File: src/rtl/item_select_arbiter.sv
// item_select_arbiter
//   Round-robin arbiter that lets NUM_REQ requesters share one item_selector.
//   One transaction is in flight at a time. The FSM walks
//   IDLE -> ISSUE -> WAIT_RDY -> WAIT_DROP -> IDLE.
//
//   Optional feature: define ITEM_SELECT_ARB_TIMEOUT_EN to add a WAIT_RDY
//   watchdog of TIMEOUT_CYCLES clocks. Without it timeout_err is tied low and
//   no counter exists.
//
// Ports
//   clk, rst               : clock (rising edge) and asynchronous active-high reset
//   req / req_item         : per-requester request (held until ack) and item slice
//   ack / ack_item         : one-hot completion pulse and the captured selected item
//   sel_item_select[_valid]: request towards the item_selector (valid is a 1-cycle pulse)
//   sel_selected_item      : response item from the item_selector
//   sel_selection_ready    : response strobe from the item_selector
//   busy                   : high whenever the FSM is not in IDLE
//   timeout_err            : 1-cycle pulse when the selector never answered
module item_select_arbiter #(
  parameter int ITEM_ADDR_WIDTH = 10,
  parameter int NUM_REQ         = 4,
  parameter int TIMEOUT_CYCLES  = 16
) (
  input  logic                               clk,
  input  logic                               rst,
  input  logic [NUM_REQ-1:0]                 req,
  input  logic [NUM_REQ*ITEM_ADDR_WIDTH-1:0] req_item,
  output logic [NUM_REQ-1:0]                 ack,
  output logic [ITEM_ADDR_WIDTH-1:0]         ack_item,
  output logic [ITEM_ADDR_WIDTH-1:0]         sel_item_select,
  output logic                               sel_item_select_valid,
  input  logic [ITEM_ADDR_WIDTH-1:0]         sel_selected_item,
  input  logic                               sel_selection_ready,
  output logic                               busy,
  output logic                               timeout_err
);

  localparam int             PTR_W     = $clog2(NUM_REQ);
  localparam logic [PTR_W:0] NUM_REQ_W = (PTR_W + 1)'(NUM_REQ);

  typedef enum logic [1:0] {
    IDLE      = 2'd0,
    ISSUE     = 2'd1,
    WAIT_RDY  = 2'd2,
    WAIT_DROP = 2'd3
  } state_t;

  state_t                     state_q, state_d;
  logic [PTR_W-1:0]           ptr_q, ptr_d;
  logic [PTR_W-1:0]           grant_q, grant_d;
  logic [ITEM_ADDR_WIDTH-1:0] item_q, item_d;
  logic [ITEM_ADDR_WIDTH-1:0] ack_item_q, ack_item_d;
  logic [NUM_REQ-1:0]         ack_q, ack_d;
  logic                       valid_q, valid_d;
  logic                       busy_q, busy_d;

`ifdef ITEM_SELECT_ARB_TIMEOUT_EN
  localparam int               CNT_W    = $clog2(TIMEOUT_CYCLES + 1);
  localparam logic [CNT_W-1:0] CNT_LAST = CNT_W'(TIMEOUT_CYCLES - 1);
  logic [CNT_W-1:0] cnt_q, cnt_d;
  logic             tmo_q, tmo_d;
`endif

  logic                       pick_found_s;
  logic [PTR_W-1:0]           pick_idx_s;
  logic [ITEM_ADDR_WIDTH-1:0] pick_item_s;
  logic [PTR_W:0]             sum_s, cand_s;
  logic [PTR_W:0]             grant_inc_s;
  logic [PTR_W-1:0]           ptr_adv_s;
  logic [NUM_REQ-1:0]         ack_onehot_s;

  // Round-robin pick: first asserted req at or after ptr, wrapping modulo NUM_REQ.
  always_comb begin
    pick_found_s = 1'b0;
    pick_idx_s   = '0;
    pick_item_s  = '0;
    sum_s        = '0;
    cand_s       = '0;
    for (int i = 0; i < NUM_REQ; i++) begin
      sum_s  = {1'b0, ptr_q} + (PTR_W + 1)'(i);
      cand_s = (sum_s >= NUM_REQ_W) ? (sum_s - NUM_REQ_W) : sum_s;
      if (!pick_found_s && req[cand_s[PTR_W-1:0]]) begin
        pick_found_s = 1'b1;
        pick_idx_s   = cand_s[PTR_W-1:0];
      end else begin
        pick_found_s = pick_found_s;
      end
    end
    // Constant-index mux keeps the item slice selection free of variable part-selects.
    for (int i = 0; i < NUM_REQ; i++) begin
      if (pick_idx_s == PTR_W'(i)) begin
        pick_item_s = req_item[i*ITEM_ADDR_WIDTH +: ITEM_ADDR_WIDTH];
      end else begin
        pick_item_s = pick_item_s;
      end
    end
  end

  // Pointer moves past the current grant only once the transaction has finished.
  assign grant_inc_s  = {1'b0, grant_q} + {{PTR_W{1'b0}}, 1'b1};
  assign ptr_adv_s    = (grant_inc_s >= NUM_REQ_W) ? '0 : grant_inc_s[PTR_W-1:0];
  assign ack_onehot_s = {{(NUM_REQ-1){1'b0}}, 1'b1} << grant_q;

  // Next-state and registered-output decode for the transaction FSM.
  always_comb begin
    state_d    = state_q;
    ptr_d      = ptr_q;
    grant_d    = grant_q;
    item_d     = item_q;
    ack_item_d = ack_item_q;
    ack_d      = '0;
    valid_d    = 1'b0;
`ifdef ITEM_SELECT_ARB_TIMEOUT_EN
    cnt_d      = cnt_q;
    tmo_d      = 1'b0;
`endif
    case (state_q)
      IDLE: begin
        // sel_selection_ready is deliberately not looked at here.
        if (pick_found_s) begin
          grant_d = pick_idx_s;
          item_d  = pick_item_s;
          valid_d = 1'b1;
          state_d = ISSUE;
        end else begin
          state_d = IDLE;
        end
      end
      ISSUE: begin
        state_d = WAIT_RDY;
`ifdef ITEM_SELECT_ARB_TIMEOUT_EN
        cnt_d   = '0;
`endif
      end
      WAIT_RDY: begin
        if (sel_selection_ready) begin
          ack_item_d = sel_selected_item;
          ack_d      = ack_onehot_s;
          ptr_d      = ptr_adv_s;
          state_d    = WAIT_DROP;
`ifdef ITEM_SELECT_ARB_TIMEOUT_EN
        end else if (cnt_q == CNT_LAST) begin
          tmo_d      = 1'b1;
          ack_item_d = '0;
          ptr_d      = ptr_adv_s;
          state_d    = WAIT_DROP;
        end else begin
          cnt_d      = cnt_q + {{(CNT_W-1){1'b0}}, 1'b1};
        end
`else
        end else begin
          state_d    = WAIT_RDY;
        end
`endif
      end
      WAIT_DROP: begin
        // A sticky ready must fall before another request may be issued.
        if (!sel_selection_ready) begin
          item_d  = '0;
          state_d = IDLE;
        end else begin
          state_d = WAIT_DROP;
        end
      end
      default: begin
        item_d  = '0;
        state_d = IDLE;
      end
    endcase
    busy_d = (state_d != IDLE);
  end

  // State and output registers; reset aborts any transaction without an ack.
  always_ff @(posedge clk or posedge rst) begin
    if (rst) begin
      state_q    <= IDLE;
      ptr_q      <= '0;
      grant_q    <= '0;
      item_q     <= '0;
      ack_item_q <= '0;
      ack_q      <= '0;
      valid_q    <= 1'b0;
      busy_q     <= 1'b0;
`ifdef ITEM_SELECT_ARB_TIMEOUT_EN
      cnt_q      <= '0;
      tmo_q      <= 1'b0;
`endif
    end else begin
      state_q    <= state_d;
      ptr_q      <= ptr_d;
      grant_q    <= grant_d;
      item_q     <= item_d;
      ack_item_q <= ack_item_d;
      ack_q      <= ack_d;
      valid_q    <= valid_d;
      busy_q     <= busy_d;
`ifdef ITEM_SELECT_ARB_TIMEOUT_EN
      cnt_q      <= cnt_d;
      tmo_q      <= tmo_d;
`endif
    end
  end

  assign ack                   = ack_q;
  assign ack_item              = ack_item_q;
  assign sel_item_select       = item_q;
  assign sel_item_select_valid = valid_q;
  assign busy                  = busy_q;
`ifdef ITEM_SELECT_ARB_TIMEOUT_EN
  assign timeout_err           = tmo_q;
`else
  assign timeout_err           = 1'b0;
`endif

endmodule
File: config.mk
export PLATFORM = sky130hd
export DESIGN_NAME = item_select_arbiter
export DESIGN_NICKNAME = d
export VERILOG_FILES = /design/src/rtl/item_select_arbiter.sv
export SDC_FILE = /design/constraint.sdc
export NUM_CORES = 1
export LEC_CHECK = 0
export BUFFER_PORTS_ARGS = -buffer_cell sky130_fd_sc_hd__clkbuf_2
export CAP_MARGIN = 40
export CELL_PAD_IN_SITES_DETAIL_PLACEMENT = 0
export CELL_PAD_IN_SITES_GLOBAL_PLACEMENT = 1
export CORE_MARGIN = 2
export CORE_UTILIZATION = 35
export DETAILED_ROUTE_END_ITERATION = 8
export GPL_ROUTABILITY_DRIVEN = 0
export PLACE_DENSITY_LB_ADDON = 0.1
export SYNTH_ARGS = -nofsm -noshare
export SYNTH_HDL_FRONTEND = slang
export SYNTH_SLANG_ARGS = --single-unit
File: constraint.sdc
create_clock -name clk -period 2.5 [get_ports clk]
set_input_delay 0.375 -clock clk [delete_from_list [all_inputs] [get_ports clk]]
set_output_delay 0.375 -clock clk [all_outputs]
set_load 0.05 [all_outputs]
==> flow_summary.yaml <==
routing:
  num_vias: 1543
  dr.pass1.iters: 4
  wl_per_cell_microns: 13.6
  drtAntennaViolNets: 0
  wirelength_mm: 4.34
  drc: 0
  avgViaCountPerCell: 4.84
  drtIter0Drc: 54
global_route:
  grt_pass1_vias: 1457
  antenna_found_initial: 0
  grt-ovfl-total: 0
  grt_use_total: 0.171
  grt_first_pass_wirelength_mm: 6.84
  grt_max_degree: 22
worst_setup_path:
  cp-end-kind: "flop"
  crit_fanout: 11
  slowest_delay_ns: 0.48
  cp_data_arrival_time_ns: 2.01
  critical_path_class: "reg -> reg"
  timing.rr.start: "ptr_q[1]$_DFFE_PP0P_"
  crit_buf_inv: 1
  cp-start-kind: "flop"
  crit_family: "multiplexers"
  crit_start: "ptr_q[1]$_DFFE_PP0P_"
  path_cells: "mux2i_1 -> o22ai_2 -> nor2_2 -> buf_4 -> mux2i_1 -> o211ai_1"
  cp.required_ns: 2.65
  critical_path.most_common_cell: "mux2i_1"
  crit_path_top_delay_cell: "dfrtp_1"
pwr:
  pwr-share-comb: 0.532
  p_leak_uw: 0.00119
  p_per_area_nw_per_um2: 1220
  netSwitchingFraction: 0.503
  p_int_uw: 1350
  clkPwrFrac: 0.155
  ir_worst_vdd_mv: 0.488
  seqPwrFrac: 0.313
  p_switching_uw: 1370
layout:
  antenna_cells: 0
  syn_to_final_growth_pct: 31.9
  layout_common_cells: "clkbuf_2 (82), nand2_1 (47), dfrtp_1 (32)"
  drive_gt1_frac: 0.392
  layout_commonest_cell: "clkbuf_2"
  nets: 325
clock_network:
  cts_resized: 0
  htree_levels: 2
  cts_buffers: 5
  insertion_delay_ns: 0.29
  clockBufferDepth: 2
  cts_root_buf: "clkbuf_8"
  path_clk_slew_ns: 0.07
  cts_tree: "built"
  cts_setup_buffers: 0
  cts.sinks: 32
  postCtsHoldBufs: 0
sta:
  fin_skew_ns: 0.00964
  relSlewSlack: 0.479
  finalMaxSlewViolations: 0
  setup_tns_ns: 0
  tightest_slew_ns: 0.781
  grt_setup_unrepaired: "false"
  hold_violations: 0
  setup_viol: 0
  timing.final.crit_share: 0.745
  setup_ws_ns: 0.639
  min_period_ns: 1.86
  fmax_ghz: 0.537
  hold_slack_ns: 0.205
hold_path:
  hold_class: "in -> async"
logic_synthesis:
  syn_inst: 179
  ys_top_cells_by_area: "dfrtp_1 (47%), nand2_1 (10%), mux2i_1 (6.5%), a211o_1 (5.2%), o211ai_1 (4.0%)"
  yosysTopAreaCell: "dfrtp_1"
  synth_cell_types: 34
  syn-num-nets: 240
  ys_seq_area_frac: 0.472
  ys_ff_latch: 32
  netlist.area_leader.share: 0.472
  synthesis.area_sq_um: 1700
  avgSynthCellArea_sq_um: 9.48
  yosys_warnings: 0
die:
  initial_core_util: 0.362
  fp.dieW_microns: 73.6
  die_area_sq_um: 5420
  die_h_microns: 73.6
  core_sq_um: 4690
  top_level_ports: 84
  num_rows: 25
run:
  cap_violations: 0
outcome:
  status: "finished, final reports clean"
place:
  pre_cts_ws_ns: 0.672
  dp_hpwl_mm: 3.31
  port_buffers: 82
-- layer usage --
metal  up-vias  track usage  share of wire
li1        783            -              -
met1       711        0.232           0.46
met2        45        0.258           0.48
met3         4       0.0535          0.053
met4         0       0.0545          0.010
met5         -            0              0
-- cell usage after synthesis --
cell type / n
or3_1: 2
ha_1: 4
mux2i_1: 11
o21ai_0: 3
nand2b_1: 1
nand2_1: 47
nand2_2: 1
o211ai_1: 9
a21oi_1: 2
clkbuf_1: 3
buf_8: 1
nand3b_1: 1
buf_4: 2
or3b_2: 1
inv_1: 5
o22a_2: 1
nand3_1: 10
buf_6: 3
buf_2: 3
o211ai_2: 1
nor2_1: 1
o22ai_1: 1
dfrtp_1: 32
nor3b_1: 1
nor4_1: 1
o22ai_2: 1
a211o_1: 10
nor2_2: 1
conb_1: 1
o21a_1: 2
a21boi_1: 1
and2_1: 5
or2_2: 1
o21ai_1: 10
-- registers in the layout (all words and copies together) (netlist names) --
| name | cells |
|---|---|
| ack_item | 10 |
| sel_item_select | 10 |
| ack | 4 |
| grant_q | 2 |
| ptr_q | 2 |
| state_q | 2 |
| busy | 1 |
| sel_item_select_valid | 1 |
-- kinds of logic (layout without fill, tap and decap cells) --
group / Yosys count / count (layout) / share of synthesized area
flip-flops: 32 / 32 / 0.472
other: 1 / 1 / 0.00221
adder cells (fa/ha/maj): 4 / 4 / 0.0295
AO/OA/AOI/OAI: 41 / 41 / 0.173
buffers and inverters: 17 / 103 / 0.0642
multiplexers: 11 / 11 / 0.0649
AND/OR/NAND/NOR: 73 / 73 / 0.194
-- through the flow --
stage | instances | utilization | power [uW] | area, sq um
CTS | 319 | 0.477 | 2750 | 2240
detailed placement | 311 | 0.457 | 2330 | 2140
global route | 319 | 0.477 | 2930 | 2240
global placement | 311 | 0.457 | 2320 | 2140
finish | 319 | 0.477 | 2720 | 2240
floorplan | 179 | - | 1980 | 1700
-- area by class of cell --
type	instances	area [sq um]
fillers	485	2450
flip-flops and latches	32	801
multi-input cells	130	787
repair buffers	90	470
clock buffers	7	86.3
well taps	54	67.6
inverters	5	18.8
clock inverters	1	7.51
-- power groups by stage --
stage	Sequential [uW]	Combinational [uW]	Clock, uW
finish	851	1450	422
global route	882	1580	459
CTS	854	1470	429
detailed placement	862	1470	0
global placement	862	1460	0
floorplan	1390	598	0
-- worst paths after layout --
path	to	slack (ns)	depth (start not counted)
setup / recovery	sel_item_select[7]$_DFFE_PP0P_	0.64	6
hold / removal	ptr_q[1]$_DFFE_PP0P_	0.20	2
setup reg to reg	sel_item_select[7]$_DFFE_PP0P_	0.64	6
hold reg to reg	ack_item[8]$_DFFE_PP0P_	0.48	2
max in group asynchronous	sel_item_select[9]$_DFFE_PP0P_	1.68	3
min in group clk	ack_item[7]$_DFFE_PP0P_	0.27	3
Power figures use the tool's default switching activity.
